`config.mk`:
```
export PLATFORM = sky130hd
export DESIGN_NAME = mem_stage
export DESIGN_NICKNAME = d
export VERILOG_FILES = /design/src/rtl/mem_stage.sv
export SDC_FILE = /design/constraint.sdc
export NUM_CORES = 1
export LEC_CHECK = 0
export CAP_MARGIN = 20
export CELL_PAD_IN_SITES_DETAIL_PLACEMENT = 2
export CELL_PAD_IN_SITES_GLOBAL_PLACEMENT = 2
export CORE_MARGIN = 1.5
export CORE_UTILIZATION = 23
export CTS_CLUSTER_DIAMETER = 50
export CTS_CLUSTER_SIZE = 12
export DETAILED_ROUTE_END_ITERATION = 8
export HOLD_SLACK_MARGIN = 0.1
export PLACE_DENSITY = 0.88
export REMOVE_ABC_BUFFERS = 1
export SLEW_MARGIN = 10
export SYNTH_ARGS = -nofsm -noshare
export SYNTH_HDL_FRONTEND = slang
export SYNTH_SLANG_ARGS = --single-unit
```
`constraint.sdc`:
```
create_clock -name clk -period 2.3 [get_ports clk]
set_clock_uncertainty 0.1 [all_clocks]
set_input_delay 0.345 -clock clk [delete_from_list [all_inputs] [get_ports clk]]
set_output_delay 0.345 -clock clk [all_outputs]
set_load 0.005 [all_outputs]
```
`src/rtl/mem_stage.sv`:
```
// mem_stage: memory-access stage of the five-stage MIPS pipeline.
// Holds one instruction from EXE, waits for data-SRAM read data on loads,
// selects the final result and hands it to write-back. It also drives the
// MEM-side forwarding value and the load-pending flag for the hazard unit.
//
// Optional feature macro: MS_RDATA_BUF_EN
//   defined   : a HOLD state plus a 32-bit rdata buffer let rvalid be a
//               single-cycle pulse even when write-back is stalled.
//   undefined : no buffer; the SRAM keeps rvalid/rdata up until the
//               ms_to_ws handshake and the state machine stays in IDLE.
//
// Handshake rule for both ports: a transfer happens on a rising clock edge
// where the sender's valid and the receiver's allowin are both high; the
// sender keeps its payload stable while valid is high and allowin is low.
module mem_stage #(
    parameter int ES_TO_MS_BUS_WD = 71,
    parameter int MS_TO_WS_BUS_WD = 70
) (
    input  logic                       clk,
    input  logic                       resetn,
    input  logic                       ws_allowin,
    output logic                       ms_allowin,
    input  logic                       es_to_ms_valid,
    input  logic [ES_TO_MS_BUS_WD-1:0] es_to_ms_bus,
    input  logic [9:0]                 es_to_ms_addr,
    output logic                       ms_to_ws_valid,
    output logic [MS_TO_WS_BUS_WD-1:0] ms_to_ws_bus,
    output logic [9:0]                 ms_to_ws_addr,
    input  logic [31:0]                data_sram_rdata,
    input  logic                       data_sram_rvalid,
    output logic [31:0]                es_forward_ms,
    output logic                       ms_valid_tohazard,
    output logic                       ms_load_pending,
    output logic [15:0]                ms_load_wait_cnt,
    output logic                       ms_state_dbg
);

    // IDLE: load waiting for (or passing through) its data.
    // HOLD: load data captured in the buffer, waiting for write-back.
    typedef enum logic {
        MS_IDLE = 1'b0,
        MS_HOLD = 1'b1
    } ms_state_e;

    // Registered state
    logic                       ms_valid_q;
    logic                       ms_valid_d;
    logic [ES_TO_MS_BUS_WD-1:0] bus_q;
    logic [ES_TO_MS_BUS_WD-1:0] bus_d;
    logic [9:0]                 addr_q;
    logic [9:0]                 addr_d;
    ms_state_e                  state_q;
    ms_state_e                  state_d;
    logic [15:0]                wait_cnt_q;
    logic [15:0]                wait_cnt_d;
`ifdef MS_RDATA_BUF_EN
    logic [31:0]                rdata_buf_q;
    logic [31:0]                rdata_buf_d;
`endif

    // Decoded fields of the held EXE payload
    logic        res_from_mem;
    logic        gr_we;
    logic [4:0]  dest;
    logic [31:0] alu_result;
    logic [31:0] pc;

    // Control
    logic        load_data_valid;
    logic        ms_ready_go;
    logic        es_hs;
    logic        ws_hs;
    logic        load_pending;
    logic [31:0] final_result;

    assign res_from_mem = bus_q[70];
    assign gr_we        = bus_q[69];
    assign dest         = bus_q[68:64];
    assign alu_result   = bus_q[63:32];
    assign pc           = bus_q[31:0];

    // Readiness, result selection and handshakes for the held instruction
    always_comb begin
        // rvalid only counts for a valid load still waiting in IDLE; any
        // other rvalid is spurious and must not disturb the stage.
        load_data_valid = ms_valid_q && res_from_mem && (state_q == MS_IDLE)
                          && data_sram_rvalid;
`ifdef MS_RDATA_BUF_EN
        ms_ready_go = !res_from_mem || load_data_valid || (state_q == MS_HOLD);
`else
        ms_ready_go = !res_from_mem || load_data_valid;
`endif
        final_result = 32'h0;
        if (!res_from_mem) begin
            final_result = alu_result;
`ifdef MS_RDATA_BUF_EN
        end else if (state_q == MS_HOLD) begin
            final_result = rdata_buf_q;
`endif
        end else if (load_data_valid) begin
            final_result = data_sram_rdata;
        end
        ms_allowin   = !ms_valid_q || (ms_ready_go && ws_allowin);
        es_hs        = es_to_ms_valid && ms_allowin;
        ws_hs        = ms_valid_q && ms_ready_go && ws_allowin;
        load_pending = ms_valid_q && res_from_mem && !ms_ready_go;
    end

    // Next-state for the pipeline register and the load-wait counter
    always_comb begin
        ms_valid_d = ms_valid_q;
        bus_d      = bus_q;
        addr_d     = addr_q;
        wait_cnt_d = wait_cnt_q;
        if (ms_allowin) begin
            ms_valid_d = es_to_ms_valid;
        end
        if (es_hs) begin
            bus_d  = es_to_ms_bus;
            addr_d = es_to_ms_addr;
        end
        if (load_pending && (wait_cnt_q != 16'hFFFF)) begin
            wait_cnt_d = wait_cnt_q + 16'd1;
        end
    end

    // Next-state for the load-data state machine and its buffer
    always_comb begin
        state_d = state_q;
`ifdef MS_RDATA_BUF_EN
        rdata_buf_d = rdata_buf_q;
        case (state_q)
            MS_IDLE: begin
                // Data arrived but write-back is stalled: keep a copy so
                // the SRAM may drop rvalid after one cycle.
                if (load_data_valid && !ws_allowin) begin
                    state_d     = MS_HOLD;
                    rdata_buf_d = data_sram_rdata;
                end
            end
            MS_HOLD: begin
                // In HOLD the stage is ready, so ws_allowin is the handshake.
                if (ws_hs) begin
                    state_d = MS_IDLE;
                end
            end
            default: state_d = MS_IDLE;
        endcase
`else
        state_d = MS_IDLE;
`endif
    end

    // All stage flops; reset drops any instruction, including a waiting load
    always_ff @(posedge clk or negedge resetn) begin
        if (!resetn) begin
            ms_valid_q  <= 1'b0;
            bus_q       <= '0;
            addr_q      <= '0;
            state_q     <= MS_IDLE;
            wait_cnt_q  <= 16'h0;
`ifdef MS_RDATA_BUF_EN
            rdata_buf_q <= 32'h0;
`endif
        end else begin
            ms_valid_q  <= ms_valid_d;
            bus_q       <= bus_d;
            addr_q      <= addr_d;
            state_q     <= state_d;
            wait_cnt_q  <= wait_cnt_d;
`ifdef MS_RDATA_BUF_EN
            rdata_buf_q <= rdata_buf_d;
`endif
        end
    end

    assign ms_to_ws_valid    = ms_valid_q && ms_ready_go;
    assign ms_to_ws_bus      = {gr_we, dest, final_result, pc};
    assign ms_to_ws_addr     = addr_q;
    assign es_forward_ms     = final_result;
    assign ms_valid_tohazard = ms_valid_q;
    assign ms_load_pending   = load_pending;
    assign ms_load_wait_cnt  = wait_cnt_q;
    assign ms_state_dbg      = (state_q == MS_HOLD);

endmodule

```
==> flow_summary.json, run 1 <==
{
  "synth_top_flop_cell": "dfrtp_1",
  "ys_seq_elements": 98,
  "crit_chain": "buf_4, nor2b_1, o21ai_2, clkdlybuf4s50_1",
  "whs_ns": 0.252,
  "setup_slack_ns": 0.0690,
  "grt.total_usage": 0.146,
  "synth_top_family_by_area": "multiplexers",
  "power_density_nw_per_um2": 769,
  "portBuffers": 249,
  "netlist_instances": 428,
  "die_y_um": 148,
  "maxCapViolCount": 0,
  "synth_top_area_share": 0.505,
  "netlist_area_um2": 4860,
  "nets": 735,
  "arrival_ns": 1.79,
  "final_antenna_net_count": 0,
  "grt_pass1_vias": 4498,
  "synth.top_cells.by_count": "dfrtp_1, buf_4, mux2_2",
  "clkTransAtPathRegs_ns": 0.07,
  "dp_hpwl_um": 12700,
  "slowest_stage": "clkdlybuf4s50_1",
  "setup_viol": 0,
  "cts_tree": "done",
  "synth_simple_gate_area_frac": 0.0837,
  "clockRootBuffer": "clkbuf_16",
  "fin_crit_sh": 0.970,
  "ir_drop_v": 0.000323,
  "cts_made_buffers": 9,
  "drv_slew": 0,
  "rows": 52,
  "async_reset_ff_frac": 1.00,
  "io_pins": 251,
  "leakage_nw": 3.33,
  "wl_per_cell_um": 17.8,
  "synth_top_area_cell": "dfrtp_1",
  "firstDrtPassIters": 4,
  "vias": 3770,
  "clk_latency_ns": 0.34,
  "crit_required_ns": 1.86,
  "synthTopCellsByArea": "dfrtp_1, buf_4, mux2_2",
  "setup_tns_ns": 0,
  "antenna_found_initial": 0,
  "yosys.area_share.adder": 0.00258,
  "synthXorXnorAreaFrac": 0.0216,
  "cts_buffer_depth": 2,
  "synth_warnings": 0,
  "syn_avg_cell_area_um2": 11.4,
  "yosysSeqAreaShare": 0.505,
  "max_freq_mhz": 448,
  "die_area_um2": 22000,
  "coreArea_um2": 20500,
  "post_drt_via_cell_ratio": 4.23,
  "fp.dieW_um": 148,
  "worstSetupPathType": "reg2out",
  "start_util": 0.237,
  "fin_crit_ns": 2.23,
  "start_kind": "flop",
  "gr-total-overflow": 0,
  "wl_um": 15800,
  "fillCellCount": 2199,
  "htree_levels": 3,
  "critPathMaxFanout": 10,
  "synthMuxAreaShare": 0.191,
  "status": "finished, final reports clean",
  "synth_compound_area_frac": 0.0453,
  "clock-sinks": 98,
  "hp-class": "in2async",
  "finalWeightedCongestion": 0.745,
  "num_antenna_cells": 0,
  "grt_setup_unrepaired": "false",
  "drive_above_1_share": 0.138,
  "synth.distinct_cells": 40,
  "drc": 0,
  "endpoint_kind": "output port",
  "grt_pass1_wl_um": 24600,
  "place_ws_ns": -0.261,
  "critPathMaxStageDelay_ns": 0.52,
  "tightest_slew_ns": 0.690,
  "max_slew_margin": 0.536,
  "finalHoldViolations": 0,
  "yosysMostFrequentCell": "dfrtp_1",
  "synth-edff-count": 0,
  "grt_max_degree": 63,
  "drt_iter0_markers": 94,
  "area_growth_pct": 53.6
}
## sequential cells by signal, indices dropped and copies added, names as in the netlist
register / flops
bus_q: 71
ms_to_ws_addr: 10
ms_load_wait_cnt: 16
ms_valid_tohazard: 1
## logic make-up after synthesis
group,after synthesis
buf+inv,120
other cells,1
flops,98
mux,82
xor+xnor,12
simple gates,74
fa+ha+maj,1
compound gates,40
## final timing paths
check | start | endpoint | slack [ns] | cells after the start
worst max-delay path | bus_q[70]$_DFFE_PN0P_ | ms_allowin | 0.07 | 4
worst min-delay path | resetn | ms_valid_tohazard$_DFFE_PN0P_ | 0.25 | 2
worst max register to register | ms_load_wait_cnt[0]$_DFFE_PN0P_ | ms_load_wait_cnt[1]$_DFFE_PN0P_ | 0.17 | 5
worst min register to register | bus_q[43]$_DFFE_PN0P_ | bus_q[43]$_DFFE_PN0P_ | 0.39 | 1
max in group asynchronous | resetn | bus_q[70]$_DFFE_PN0P_ | 1.21 | 3
min in group clk | bus_q[43]$_DFFE_PN0P_ | bus_q[43]$_DFFE_PN0P_ | 0.39 | 1
## per-layer routing
metal / global-route usage / wire length, um
met5: 0 / 0
met4: 0.0599 / 397
met3: 0.0288 / 776
met2: 0.286 / 8860
met1: 0.151 / 5790
## layout make-up
| class | count | area (um2) | area share |
|---|---|---|---|
| clock buffers | 10 | 239 | 0.0320 |
| clock inverters | 6 | 50.0 | 0.00670 |
| inverters | 33 | 124 | 0.0166 |
| multi-input cells | 210 | 1690 | 0.226 |
| flip-flops and latches | 98 | 2450 | 0.329 |
| well taps | 270 | 338 | 0.0453 |
| repair buffers | 264 | 2570 | 0.345 |
## cells in the final DEF, fill, tap and decap left out, types with 2 or more instances in the layout
master	instances
o21ai_0	34
nand3_1	3
dfrtp_1	97
nand4_1	3
mux2_2	43
clkinv_4	3
mux2_1	38
nand2_1	40
nor4_1	2
inv_1	33
clkbuf_16	9
nor2_1	2
buf_12	4
xor2_1	11
nor2b_1	2
and3_1	4
buf_4	11
dlygate4sd2_1	64
clkdlybuf4s50_1	184
clkinvlp_4	2
nor3_1	4
## report_power, final
group	total, mW	internal (mW)	switching [mW]
combinational	1.94	1.21	0.736
sequential	2.33	2.07	0.254
clock	1.47	0.774	0.697
total	5.74	4.05	1.69
## worst max-delay path, delay by kind of cell, from the launching register on
family	cells	cell delay [ns]
AND/OR/NAND/NOR	1	0.16
AO/OA/AOI/OAI	1	0.15
flip-flops	1	0.43
buffers and inverters	2	0.71
## through the flow
step	utilization	power (mW)	std cells	cell area, um2
2_1_floorplan	-	2.95	341	4250
3_3_place_gp	0.353	4.42	872	7220
3_5_place_dp	0.353	4.54	872	7220
4_1_cts	0.364	5.88	890	7460
5_1_grt	0.364	6.11	891	7460
6_report	0.364	5.74	891	7460
## what timing repair did
action                                 in CTS  in global routing
endpoints found under the hold margin      98                  0
buffers inserted                            1                  1
setup endpoints to repair                  65                  2
pin swaps                                   1                  0
resized for setup                          67                  0
cloned                                      0                  0
hold buffers                                1                  0
(Power assumes the default switching activity.)
==> run 2, diff against run 1 <==
- CORE_ASPECT_RATIO: unset -> 0.8
==> run 2 against run 1 <==
  * Sequential power hardly changed
  * First-iteration DRC count stayed put
  * Combinational power about the same
  * Critical endpoint is now ms_to_ws_bus[42]
  * Critical path depth is 3 higher
  * Sequential share of layout area shrank 0.27 points
  * Largest cell class unchanged
  * Fmax grew 0.56%
  * Total power is 3.1% higher
  * Die area about the same
  * Critical path type is now in2out
  * Cell count increased by 0.11%
  * Hold slack improved by 0.14 ns
==> flow_summary.json, run 2 (synthesis gave the netlist of run 1 again) <==
{
  "setup_tns_ns": 0,
  "post_drt_via_cell_ratio": 4.22,
  "routedLengthMet1_um": 6000,
  "layout_common_cells": "clkdlybuf4s50_1, dfrtp_1, dlygate4sd2_1, mux2_2, nand2_1",
  "grt_pass1_wl_um": 24300,
  "firstDrtPassIters": 4,
  "dp.cells": 874,
  "clock-sinks": 98,
  "status": "finished, final reports clean",
  "setup_viol": 0,
  "fp.dieW_um": 165,
  "arrival_ns": 1.77,
  "finalWeightedCongestion": 0.729,
  "endpoint_kind": "output port",
  "power_density_nw_per_um2": 787,
  "fin_crit_sh": 0.965,
  "drv_slew": 0,
  "max_slew_margin": 0.617,
  "wl_per_cell_um": 17.5,
  "drive_above_1_share": 0.153,
  "coreArea_um2": 20700,
  "area_growth_pct": 54.9,
  "grt_setup_unrepaired": "false",
  "top_register": "bus_q",
  "crit_chain": "clkdlybuf4s50_1, and3_4, buf_12, buf_12, nand2_1, o21ai_0, dlygate4sd2_1",
  "rows": 47,
  "cts_made_buffers": 9,
  "tightest_slew_ns": 0.569,
  "largest_reg_flops": 71,
  "finalHoldViolations": 0,
  "grt_pass1_vias": 4246,
  "portBuffers": 249,
  "critPathBufInv": 4,
  "finalInstanceArea_um2": 7530,
  "wl_um": 15600,
  "cts_buffer_depth": 2,
  "clockRootBuffer": "clkbuf_16",
  "critPathMaxStageDelay_ns": 0.49,
  "crit_required_ns": 1.86,
  "slowest_stage": "clkdlybuf4s50_1",
  "holdPathEnd": "bus_q[20]$_DFFE_PN0P_",
  "clkTransAtPathRegs_ns": 0.07,
  "place_ws_ns": -0.320,
  "place_area_um2": 7260,
  "setup_slack_ns": 0.0815,
  "top_layer": "met4",
  "final_antenna_net_count": 0,
  "layout.cells.non_filler": 892,
  "hp-class": "reg2reg",
  "drc": 0,
  "fillCellCount": 2205,
  "start_util": 0.235,
  "fin_crit_ns": 2.22,
  "dp_hpwl_um": 12400,
  "r2r-end": "ms_to_ws_addr[8]$_DFFE_PN0P_",
  "cts_tree": "done",
  "whs_path_depth": 1,
  "die_y_um": 133,
  "wl_met2_um": 8110,
  "vias": 3761,
  "nets": 737,
  "ir_drop_v": 0.000375,
  "hp-start": "bus_q[20]$_DFFE_PN0P_",
  "critPathMaxFanout": 15,
  "htree_levels": 3,
  "worstSetupPathType": "in2out",
  "total_power_mw": 5.92,
  "clk_latency_ns": 0.34,
  "utilization": 0.364,
  "die_area_um2": 22000,
  "cpLargestDelayFamily": "buffers and inverters",
  "antenna_found_initial": 1,
  "mostFrequentLayoutCell": "clkdlybuf4s50_1",
  "r2r_slack_ns": 0.31,
  "gr-total-overflow": 0,
  "whs_ns": 0.390,
  "timing.rr.start": "bus_q[70]$_DFFE_PN0P_",
  "critPathMostFrequentCell": "buf_12",
  "grt_max_degree": 51,
  "met3_length_um": 1220,
  "max_freq_mhz": 451,
  "drt_iter0_markers": 94,
  "io_pins": 251,
  "maxCapViolCount": 0,
  "grt.total_usage": 0.146,
  "ff2ff_path_depth": 7,
  "leakage_nw": 3.36,
  "start_kind": "primary input"
}
run 2: cell types whose count changed in the layout (fill, tap and decap cells not counted), moves of 2 or more:
cell,before,now
dlygate4sd2_1,64,53
clkbuf_2,0,6
clkdlybuf4s15_1,0,5
buf_6,0,2
bufinv_16,0,2
clkinvlp_4,2,0
o21ai_0,34,32
o21ai_2,1,3
run 2: repair_timing:
| action | CTS | global route |
|---|---|---|
| buffers inserted | 1 | 0 |
| pin swaps | 1 | 0 |
| hold buffers | 1 | 0 |
| hold endpoints to repair | 32 | 0 |
| gates resized for setup | 67 | 24 |
| endpoints found under the setup margin | 65 | 16 |
| cloned | 0 | 0 |
run 2: power by group:
part | leakage (nW) | total (mW) | switching (mW) | internal [mW]
combinational | 2.04 | 1.96 | 0.751 | 1.21
clock | 0.155 | 1.64 | 0.684 | 0.960
sequential | 1.17 | 2.31 | 0.240 | 2.07
run 2: metal layers:
layer  GRT usage  vias to the layer above
met5           0                        -
met4      0.0417                        0
met1       0.166                     1889
met2       0.256                      137
li1            -                     1722
met3      0.0527                       13
run 2: worst max-delay path by stage:
stage	from	end	slack, ns	depth (start not counted)
2_1_floorplan	bus_q[70]$_DFFE_PN0P_	bus_q[10]$_DFFE_PN0P_	-0.38	4
3_3_place_gp	data_sram_rvalid	ms_to_ws_bus[50]	-0.26	7
3_5_place_dp	data_sram_rvalid	es_forward_ms[9]	-0.32	7
4_1_cts	data_sram_rvalid	es_forward_ms[9]	0.02	7
5_1_grt	data_sram_rvalid	es_forward_ms[18]	0.002	7
6_report	data_sram_rvalid	ms_to_ws_bus[42]	0.08	7
run 2: layout make-up:
cell class,instances,area [um2],area share
clock inverters,5,88.8,0.0118
diodes,1,2.50,0.000333
multi-input cells,210,1700,0.225
well taps,269,337,0.0447
flip-flops and latches,98,2450,0.326
clock buffers,10,229,0.0304
repair buffers,266,2600,0.345
inverters,33,124,0.0165
run 2: worst reg2reg max path, delay by kind of cell (launching register included):
kind / cells / cell delay [ns]
AOI/OAI and AO/OA: 1 / 0.09
buffers and inverters: 3 / 0.58
DFF: 1 / 0.39
muxes: 1 / 0.38
and+or+nand+nor: 2 / 0.34
==> run 3, diff against run 2 <==
- CORE_ASPECT_RATIO: 0.8 -> 2
==> run 3 against run 2 <==
  * Critical path type is now reg2out
  * Routed wire length is 6.5% higher
  * Non-clock buffer count rose by 3
  * Utilization decreased by 0.21 points
  * Total power is 1.5% lower
  * Clock power down 7%
  * Via count increased by 1.5%
  * First-iteration DRC count down 44%
  * Die area up 0.21%
  * Highest routed layer unchanged
  * Critical path depth decreased by 2
  * Cell count up 0.67%
==> flow_summary.json, run 3 (synthesis gave the netlist of run 1 again) <==
{
  "clock-sinks": 98,
  "fp.dieW_um": 106,
  "top_register": "bus_q",
  "rows": 75,
  "firstDrtPassIters": 4,
  "critPathMaxStageDelay_ns": 0.43,
  "grt.total_usage": 0.154,
  "status": "finished, final reports clean",
  "hp-class": "reg2reg",
  "whs_ns": 0.394,
  "timing.rr.start": "bus_q[70]$_DFFE_PN0P_",
  "drv_slew": 0,
  "crit_required_ns": 1.86,
  "max_freq_mhz": 452,
  "leakage_nw": 3.36,
  "whs_path_depth": 1,
  "io_pins": 251,
  "crit_chain": "and3_4, bufbuf_16, nand2_1, o21ai_2, dlygate4sd2_1",
  "r2r-end": "bus_q[17]$_DFFE_PN0P_",
  "portBuffers": 249,
  "arrival_ns": 1.77,
  "mostFrequentLayoutCell": "clkdlybuf4s50_1",
  "grt_pass1_wl_um": 25600,
  "fin_crit_ns": 2.21,
  "gr-total-overflow": 0,
  "nets": 740,
  "clockRootBuffer": "clkbuf_16",
  "hp-start": "bus_q[31]$_DFFE_PN0P_",
  "clkTransAtPathRegs_ns": 0.07,
  "grt_max_degree": 46,
  "setup_slack_ns": 0.0882,
  "power_density_nw_per_um2": 774,
  "post_drt_via_cell_ratio": 4.25,
  "htree_levels": 3,
  "maxCapViolCount": 0,
  "finalWeightedCongestion": 0.764,
  "drt_iter0_markers": 53,
  "cts_tree": "done",
  "critPathBufInv": 2,
  "cts_buffer_depth": 2,
  "grt_setup_unrepaired": "false",
  "die_area_um2": 22100,
  "place_ws_ns": -0.278,
  "max_slew_margin": 0.664,
  "final_antenna_net_count": 0,
  "ff2ff_path_depth": 7,
  "wl_um": 16600,
  "critPathMaxFanout": 16,
  "area_growth_pct": 55.0,
  "r2r_slack_ns": 0.34,
  "wl_per_cell_um": 18.5,
  "cts_made_buffers": 9,
  "start_util": 0.233,
  "clk_latency_ns": 0.35,
  "die_y_um": 209,
  "drive_above_1_share": 0.161,
  "setup_viol": 0,
  "finalHoldViolations": 0,
  "start_kind": "flop",
  "total_power_mw": 5.83,
  "grt_pass1_vias": 4410,
  "slowest_stage": "dfrtp_1",
  "endpoint_kind": "output port",
  "ir_drop_v": 0.000374,
  "largest_reg_flops": 71,
  "dp_hpwl_um": 13100,
  "vias": 3819,
  "layout_common_cells": "clkdlybuf4s50_1, dfrtp_1, dlygate4sd2_1, mux2_2, nand2_1",
  "worstSetupPathType": "reg2out",
  "coreArea_um2": 20800,
  "holdPathEnd": "bus_q[31]$_DFFE_PN0P_",
  "antenna_found_initial": 2,
  "drc": 0,
  "tightest_slew_ns": 0.504,
  "fin_crit_sh": 0.962,
  "cpLargestDelayFamily": "buffers and inverters"
}
## run 3: worst max-delay path by stage
| stage | start | end | slack, ns | cells after the start |
|---|---|---|---|---|
| global route | bus_q[70]$_DFFE_PN0P_ | es_forward_ms[19] | 0.006 | 5 |
| finish | bus_q[70]$_DFFE_PN0P_ | ms_to_ws_bus[51] | 0.09 | 5 |
| CTS | data_sram_rvalid | ms_load_pending | 0.01 | 5 |
| global placement | data_sram_rvalid | ms_to_ws_bus[42] | -0.20 | 6 |
| detailed placement | data_sram_rvalid | ms_to_ws_bus[42] | -0.28 | 6 |
| floorplan | bus_q[70]$_DFFE_PN0P_ | bus_q[10]$_DFFE_PN0P_ | -0.38 | 4 |
## run 3: repair_timing
action,in CTS,in global routing
hold endpoints to repair,32,0
pin swaps,1,0
cloned,1,0
gates resized for setup,71,21
setup buffers,3,0
hold buffers,1,0
setup endpoints to repair,66,24
## run 3: stage by stage
step / utilization / setup TNS (ns) / area, um2 / std cells
CTS: 0.362 / 0 / 7550 / 895
global placement: 0.348 / -6.72 / 7260 / 874
floorplan: - / -29.14 / 4250 / 341
finish: 0.361 / 0 / 7530 / 898
global route: 0.361 / 0 / 7530 / 898
detailed placement: 0.348 / -13.02 / 7260 / 874
## run 3: report_power, final
| group | switching [mW] | internal (mW) |
|---|---|---|
| Sequential | 0.249 | 2.07 |
| Clock | 0.680 | 0.846 |
| Combinational | 0.759 | 1.22 |
## run 3: worst reg2reg max path, stage by stage, from the launching register on
cell     delay (ns)
dfrtp_1        0.43
buf_6          0.13
nor2b_1        0.21
o21ai_2        0.10
buf_4          0.15
nand2_4        0.10
buf_12         0.23
mux2_1         0.39
## run 3: final cells by class
cell class / instances / area, um2
Inverter: 33 / 124
Timing Repair Buffer: 269 / 2620
Sequential cell: 98 / 2450
Antenna cell: 3 / 7.51
Clock buffer: 10 / 229
Tap cell: 269 / 337
Fill cell: 2267 / 13300
Multi-Input combinational cell: 210 / 1690
Clock inverter: 6 / 66.3
## run 3: layer usage
layer | wire [um] | part of all wire | GRT usage | vias to the layer above
met1 | 5250 | 0.32 | 0.138 | 1929
met2 | 10000 | 0.60 | 0.314 | 143
met4 | 392 | 0.024 | 0.0620 | 0
li1 | - | - | - | 1728
met3 | 930 | 0.056 | 0.0388 | 19
met5 | 0 | 0 | 0 | -
